[src/rtl/i8085_bus_pkg.sv]
// Shared types for the 8085-style bus cycle controller: cycle codes, T-states,
// status encodings and small decode helpers.
package i8085_bus_pkg;

  typedef enum logic [2:0] {
    CYC_FETCH = 3'd0,
    CYC_MEMRD = 3'd1,
    CYC_MEMWR = 3'd2,
    CYC_IORD  = 3'd3,
    CYC_IOWR  = 3'd4
  } cyc_t;

  typedef enum logic [2:0] {
    IDLE = 3'd0,
    T1   = 3'd1,
    T2   = 3'd2,
    TW   = 3'd3,
    T3   = 3'd4,
    T4   = 3'd5
  } tstate_t;

  localparam logic [1:0] ST_FETCH = 2'b11;
  localparam logic [1:0] ST_READ  = 2'b10;
  localparam logic [1:0] ST_WRITE = 2'b01;
  localparam logic [1:0] ST_HALT  = 2'b00;

  // Unknown codes fall back to a plain memory read.
  function automatic cyc_t norm_cyc(input logic [2:0] c);
    case (c)
      3'd0:    return CYC_FETCH;
      3'd1:    return CYC_MEMRD;
      3'd2:    return CYC_MEMWR;
      3'd3:    return CYC_IORD;
      3'd4:    return CYC_IOWR;
      default: return CYC_MEMRD;
    endcase
  endfunction

  function automatic logic is_write(input cyc_t c);
    return (c == CYC_MEMWR) || (c == CYC_IOWR);
  endfunction

  // Returns {IO_Mn, S1, S0} for a cycle type.
  function automatic logic [2:0] status_of(input cyc_t c);
    case (c)
      CYC_FETCH: return {1'b0, ST_FETCH};
      CYC_MEMRD: return {1'b0, ST_READ};
      CYC_MEMWR: return {1'b0, ST_WRITE};
      CYC_IORD:  return {1'b1, ST_READ};
      CYC_IOWR:  return {1'b1, ST_WRITE};
      default:   return {1'b0, ST_READ};
    endcase
  endfunction

endpackage

[src/rtl/bus_cycle_ctrl.sv]
// 8085-style bus interface unit: sequences T1/T2/TW/T3/T4 for one core request
// at a time and drives the multiplexed AD bus, strobes and status pins.
module bus_cycle_ctrl
  import i8085_bus_pkg::*;
#(
  parameter int ADDR_W   = 16,
  parameter int MAX_WAIT = 15
) (
  input  logic              clk,
  input  logic              rst,
  input  logic              req,
  input  logic [2:0]        cyc,
  input  logic [ADDR_W-1:0] addr,
  input  logic [7:0]        wdata,
  output logic              ack,
  output logic              done,
  output logic [7:0]        rdata,
  output logic              bus_err,
  input  logic              READY,
  output logic              ALE,
  output logic              RDn,
  output logic              WRn,
  output logic              IO_Mn,
  output logic              S1,
  output logic              S0,
  output logic [ADDR_W-9:0] ADD,
  output logic [7:0]        AD_out,
  output logic              AD_oe,
  input  logic [7:0]        AD_in,
  output logic [2:0]        state
);

  localparam int WCNT_W = (MAX_WAIT < 2) ? 1 : $clog2(MAX_WAIT + 1);
  localparam logic [WCNT_W-1:0] WAIT_LIM = WCNT_W'(MAX_WAIT);

  // Handshake: req is a level held by the core; ack is high for the single
  // T1 cycle and the request is sampled only in IDLE or the last T-state.
  tstate_t           st_q, st_d;
  cyc_t              cyc_q, cyc_d;
  logic [7:0]        wdata_q, wdata_d;
  logic [WCNT_W-1:0] cnt_q, cnt_d;

  logic              ale_d, rd_n_d, wr_n_d, io_m_d, ad_oe_d, done_d, err_d;
  logic [1:0]        s_d;
  logic [ADDR_W-9:0] add_d;
  logic [7:0]        ad_out_d, rdata_d;
  logic              start, go_idle;
  cyc_t              new_cyc;

  assign new_cyc = norm_cyc(cyc);
  assign ack     = (st_q == T1);
  assign state   = st_q;

  always_comb begin
    st_d     = st_q;
    cyc_d    = cyc_q;
    wdata_d  = wdata_q;
    cnt_d    = cnt_q;
    ale_d    = 1'b0;
    rd_n_d   = RDn;
    wr_n_d   = WRn;
    io_m_d   = IO_Mn;
    s_d      = {S1, S0};
    add_d    = ADD;
    ad_out_d = AD_out;
    ad_oe_d  = AD_oe;
    rdata_d  = rdata;
    done_d   = 1'b0;
    err_d    = 1'b0;
    start    = 1'b0;
    go_idle  = 1'b0;

    case (st_q)
      IDLE: start = req;
      T1: begin
        st_d = T2;
        if (is_write(cyc_q)) begin
          wr_n_d   = 1'b0;
          ad_oe_d  = 1'b1;
          ad_out_d = wdata_q;
        end else begin
          rd_n_d  = 1'b0;
          ad_oe_d = 1'b0;
        end
      end
      T2: begin
        if (READY) begin
          st_d = T3;
        end else begin
          st_d  = TW;
          cnt_d = WCNT_W'(1);
        end
      end
      TW: begin
        if (READY) begin
          st_d = T3;
        end else if (cnt_q == WAIT_LIM) begin
          go_idle = 1'b1;
          err_d   = 1'b1;
          rd_n_d  = 1'b1;
          wr_n_d  = 1'b1;
        end else begin
          cnt_d = cnt_q + WCNT_W'(1);
        end
      end
      T3: begin
        done_d = 1'b1;
        rd_n_d = 1'b1;
        wr_n_d = 1'b1;
        if (!is_write(cyc_q)) rdata_d = AD_in;
        if (cyc_q == CYC_FETCH) begin
          st_d    = T4;
          ad_oe_d = 1'b0;
        end else if (req) begin
          start = 1'b1;
        end else begin
          go_idle = 1'b1;
        end
      end
      T4: begin
        if (req) start = 1'b1;
        else     go_idle = 1'b1;
      end
      default: go_idle = 1'b1;
    endcase

    if (go_idle) begin
      st_d    = IDLE;
      ad_oe_d = 1'b0;
      io_m_d  = 1'b0;
      s_d     = ST_HALT;
    end

    // A new request overrides the return to IDLE, giving back-to-back cycles.
    if (start) begin
      st_d     = T1;
      cyc_d    = new_cyc;
      wdata_d  = wdata;
      ale_d    = 1'b1;
      rd_n_d   = 1'b1;
      wr_n_d   = 1'b1;
      ad_oe_d  = 1'b1;
      ad_out_d = addr[7:0];
      add_d    = addr[ADDR_W-1:8];
      {io_m_d, s_d} = status_of(new_cyc);
    end
  end

  always_ff @(posedge clk or posedge rst) begin
    if (rst) begin
      st_q    <= IDLE;
      cyc_q   <= CYC_MEMRD;
      wdata_q <= '0;
      cnt_q   <= '0;
      ALE     <= 1'b0;
      RDn     <= 1'b1;
      WRn     <= 1'b1;
      IO_Mn   <= 1'b0;
      S1      <= 1'b0;
      S0      <= 1'b0;
      ADD     <= '0;
      AD_out  <= '0;
      AD_oe   <= 1'b0;
      rdata   <= '0;
      done    <= 1'b0;
      bus_err <= 1'b0;
    end else begin
      st_q    <= st_d;
      cyc_q   <= cyc_d;
      wdata_q <= wdata_d;
      cnt_q   <= cnt_d;
      ALE     <= ale_d;
      RDn     <= rd_n_d;
      WRn     <= wr_n_d;
      IO_Mn   <= io_m_d;
      S1      <= s_d[1];
      S0      <= s_d[0];
      ADD     <= add_d;
      AD_out  <= ad_out_d;
      AD_oe   <= ad_oe_d;
      rdata   <= rdata_d;
      done    <= done_d;
      bus_err <= err_d;
    end
  end

endmodule
[config.mk]
export PLATFORM = sky130hd
export DESIGN_NAME = bus_cycle_ctrl
export DESIGN_NICKNAME = d
export VERILOG_FILES = /design/src/rtl/i8085_bus_pkg.sv /design/src/rtl/bus_cycle_ctrl.sv
export SDC_FILE = /design/constraint.sdc
export NUM_CORES = 1
export LEC_CHECK = 0
export ABC_AREA = 0
export BUFFER_PORTS_ARGS = -buffer_cell sky130_fd_sc_hd__buf_2
export CAP_MARGIN = 20
export CORE_ASPECT_RATIO = 1.1
export CORE_MARGIN = 4
export CORE_UTILIZATION = 50
export CTS_BUF_LIST = sky130_fd_sc_hd__clkbuf_4 sky130_fd_sc_hd__clkbuf_8 sky130_fd_sc_hd__clkbuf_16
export CTS_CLUSTER_SIZE = 14
export DETAILED_ROUTE_END_ITERATION = 8
export PLACE_DENSITY = 0.77
export RECOVER_POWER = 100
export SLEW_MARGIN = 15
export SYNTH_ARGS = -nofsm -noshare
export SYNTH_HDL_FRONTEND = slang
export SYNTH_SLANG_ARGS = --single-unit
export TNS_END_PERCENT = 10
[constraint.sdc]
create_clock -name clk -period 2.1 [get_ports clk]
set_clock_uncertainty 0.1 [all_clocks]
set_input_delay 0.105 -clock clk [delete_from_list [all_inputs] [get_ports clk]]
set_output_delay 0.105 -clock clk [all_outputs]
set_load 0.01 [all_outputs]
==> key figures <==
Timing
  – Final Max Tran Viols: 0
  – Max Clock Freq: around 530 MHz
  – Final Cycle Share: 0.890
  – Slew @ Worst Pin: between 0.8 and 0.9 ns
  – Sum of negative setup slack: 0 ns
  – Final min period: about 1.9 ns
  – Final setup viols: 0
  – Fin. Hold Viols: 0
  – Hold Worst Slack: ~0.020 ns
  – Worst relative slew slack: 0.414
  – RSZ-0062 raised after global routing: false

Placed design
  – PortBufs: 75
  – Gpl congestion: ~0.81
  – DP Cell Count: between 300 and 400
  – Final HPWL DP: ~3600 µm

GRT
  – Antenna violations before repair: 0
  – Total track usage: 0.207
  – First-pass GRT wire length: about 9300 µm
  – Vias in the first global route: 2010
  – Largest net degree at the start of global routing: 33
  – Total gr overflow: 0

Cells and area
  – Share of layout cells above drive strength 1: 0.220
  – Area delta synth->final: 40.2%
  – Fin cells: 390
  – Layout net count: 375
  – Ant diodes: 0
  – Util after Layout: 0.726
  – Commonest non-fill, non-tap cell in the layout: nand2_1
  – Most frequent cells in the layout: 64 x nand2_1, 48 x dfrtp_1, 40 x buf_2

Worst setup path
  – Worst Setup Start Kind: register
  – CP arrival: approximately 2 ns
  – R2R Setup Slk: roughly 0.23 ns
  – Critical path type: reg2reg
  – CP required: between 2 and 2.5 ns
  – Worst-path fanout max: 9
  – Crit. End Element: register

Clocking
  – CTS tree: built
  – Clock root cell: clkbuf_8
  – Clock Sinks: a little over 50
  – Clock slew at reported path FFs: 0.09 ns
  – Post-CTS Setup Inserts: 0
  – Latest clock arrival within the worst-skew pair: 0.31 ns
  – H-tree levels: 2
  – CTS Buf Count: 5
  – Bufs on Longest Clock Path: 2

Floorplan
  – Starting density of the core: 0.518
  – Core area: 0.00432 mm²
  – Die height: 78.2 µm
  – Std cell rows: 25
  – # IOs: 76
  – Die width: 71.8 µm
  – Die ar.: ~0.0056 mm²

Pwr
  – Peak VDD IR: 0.000703 V
  – Total power: 0.00422 W
  – Power Dens Cells: 1350 mW/mm²
  – P_leak: about 1.5 nW

Synth
  – Top-area cell type share of the netlist area: 0.537
  – Yosys warnings: 0
  – FFs w/ async S/R, synth: 1.00
  – Synth Instances: 216
  – Distinct cells, synth: 39
  – Number of synthesized register bits: 51
  – Post-Syn Nets: around 260
  – Netlist area before placement: approximately 0.0022 mm²
  – Mean Syn Cell Area: slightly above 10 µm²
  – Yosys top cell by area: dfrtp_1
  – Main synth FF type: dfrtp_1
  – Number of enable flip-flop cells after synthesis: 0
  – Area contributors post-synth: dfrtp_1 54%, nand2_1 11%, o21ai_0 4.0%
  – Post-synthesis sequential area ratio: 0.572

Routing
  – Initial DRC Count: between 60 and 70
  – Post-DRT Antenna Nets: 0
  – DRC viols: 0
  – Vias post-DR: about 2000
  – DRT Wirelength: 5390 µm
  – Drt pass-1 iters: 4
  – Wire length per cell: approximately 14 µm
  – Drt via density: 5.00

Status
  – Status: finished, final reports clean

Run
  – Max_cap viols: 0

Worst hold path
  – Class of the worst hold path: in2reg
[path summary, 6_finish.rpt]
check | start | endpoint | cells after the start
max reg2reg | state[2]$_DFFE_PP0P_ | AD_out[6]$_DFFE_PP0P_ | 5
min in group asynchronous | rst | cnt_q[3]$_DFFE_PP0P_ | 3
max | state[2]$_DFFE_PP0P_ | AD_out[6]$_DFFE_PP0P_ | 5
min reg2reg | ADD[0]$_DFFE_PP0P_ | ADD[0]$_DFFE_PP0P_ | 2
max in group asynchronous | rst | AD_out[5]$_DFFE_PP0P_ | 4
min | cyc[1] | cyc_q[2]$_DFFE_PP0P_ | 4
[power breakdown]
group	leakage [nW]	switching, W	internal (W)
Combinational	0.760	0.000961	0.000697
Sequential	0.630	0.000310	0.00146
Clock	0.0644	0.000323	0.000475
[kinds of logic (layout without fill, tap and decap cells)]
logic type	after synthesis	count (layout)	share of synthesized area
xor gates and xnor gates	2	2	0.00783
and+or+nand+nor	96	96	0.194
muxes	17	17	0.0828
adders and majority gates	1	1	0.00559
DFF	51	51	0.572
buffers and inverters	13	133	0.0308
AOI/OAI and AO/OA	36	36	0.107
[what timing repair did]
action,in CTS,in global routing
resized for setup,0,0
setup endpoints to repair,0,0
hold buffers,35,0
endpoints found under the hold margin,53,0
[critical path: stages, from the launching register on]
cell	delay, ns
dfrtp_1	0.44
nand2b_1	0.31
nor4_2	0.26
clkbuf_2	0.33
mux2i_1	0.23
o21ai_0	0.09
[metrics by stage]
step | cell area [µm²] | setup WS [ns]
4_1_cts | 3210 | 0.285
5_1_grt | 3140 | 0.0900
3_5_place_dp | 2730 | 0.312
6_report | 3140 | 0.230
3_3_place_gp | 2730 | 0.343
2_1_floorplan | 2240 | 0.255
[Yosys cell counts, types with 4 or more instances]
master	number
nor3_1	4
dfrtp_1	48
o21ai_0	18
nand3_1	5
buf_2	4
o21a_1	4
mux2_2	8
a21oi_1	4
nand2_1	64
mux2i_1	8
nor2_1	8
[area by class of cell]
type,count,area [µm²]
Timing Repair Buffer,121,761
Multi-Input combinational cell,152,876
Clock buffer,5,68.8
Inverter,4,15.0
Clock inverter,3,67.6
Sequential cell,51,1280
Fill cell,360,1180
Tap cell,54,67.6
[layer usage]
| metal | vias to the layer above | track usage | share of wire |
|---|---|---|---|
| li1 | 970 | - | - |
| met1 | 916 | 0.258 | 0.44 |
| met2 | 56 | 0.360 | 0.50 |
| met3 | 8 | 0.0512 | 0.054 |
| met4 | 0 | 0.0508 | 0.012 |
| met5 | - | 0 | 0 |
[state kept, by name, indices dropped and copies added (netlist names)]
signal   count
state        3
WRn          1
done         1
wdata_q      8
cnt_q        4
ALE          1
bus_err      1
AD_oe        1
RDn          1
S1           1
ADD          8
S0           1
AD_out       8
IO_Mn        1
rdata        8
cyc_q        3
Note: power is estimated with default switching activity, not from simulation.
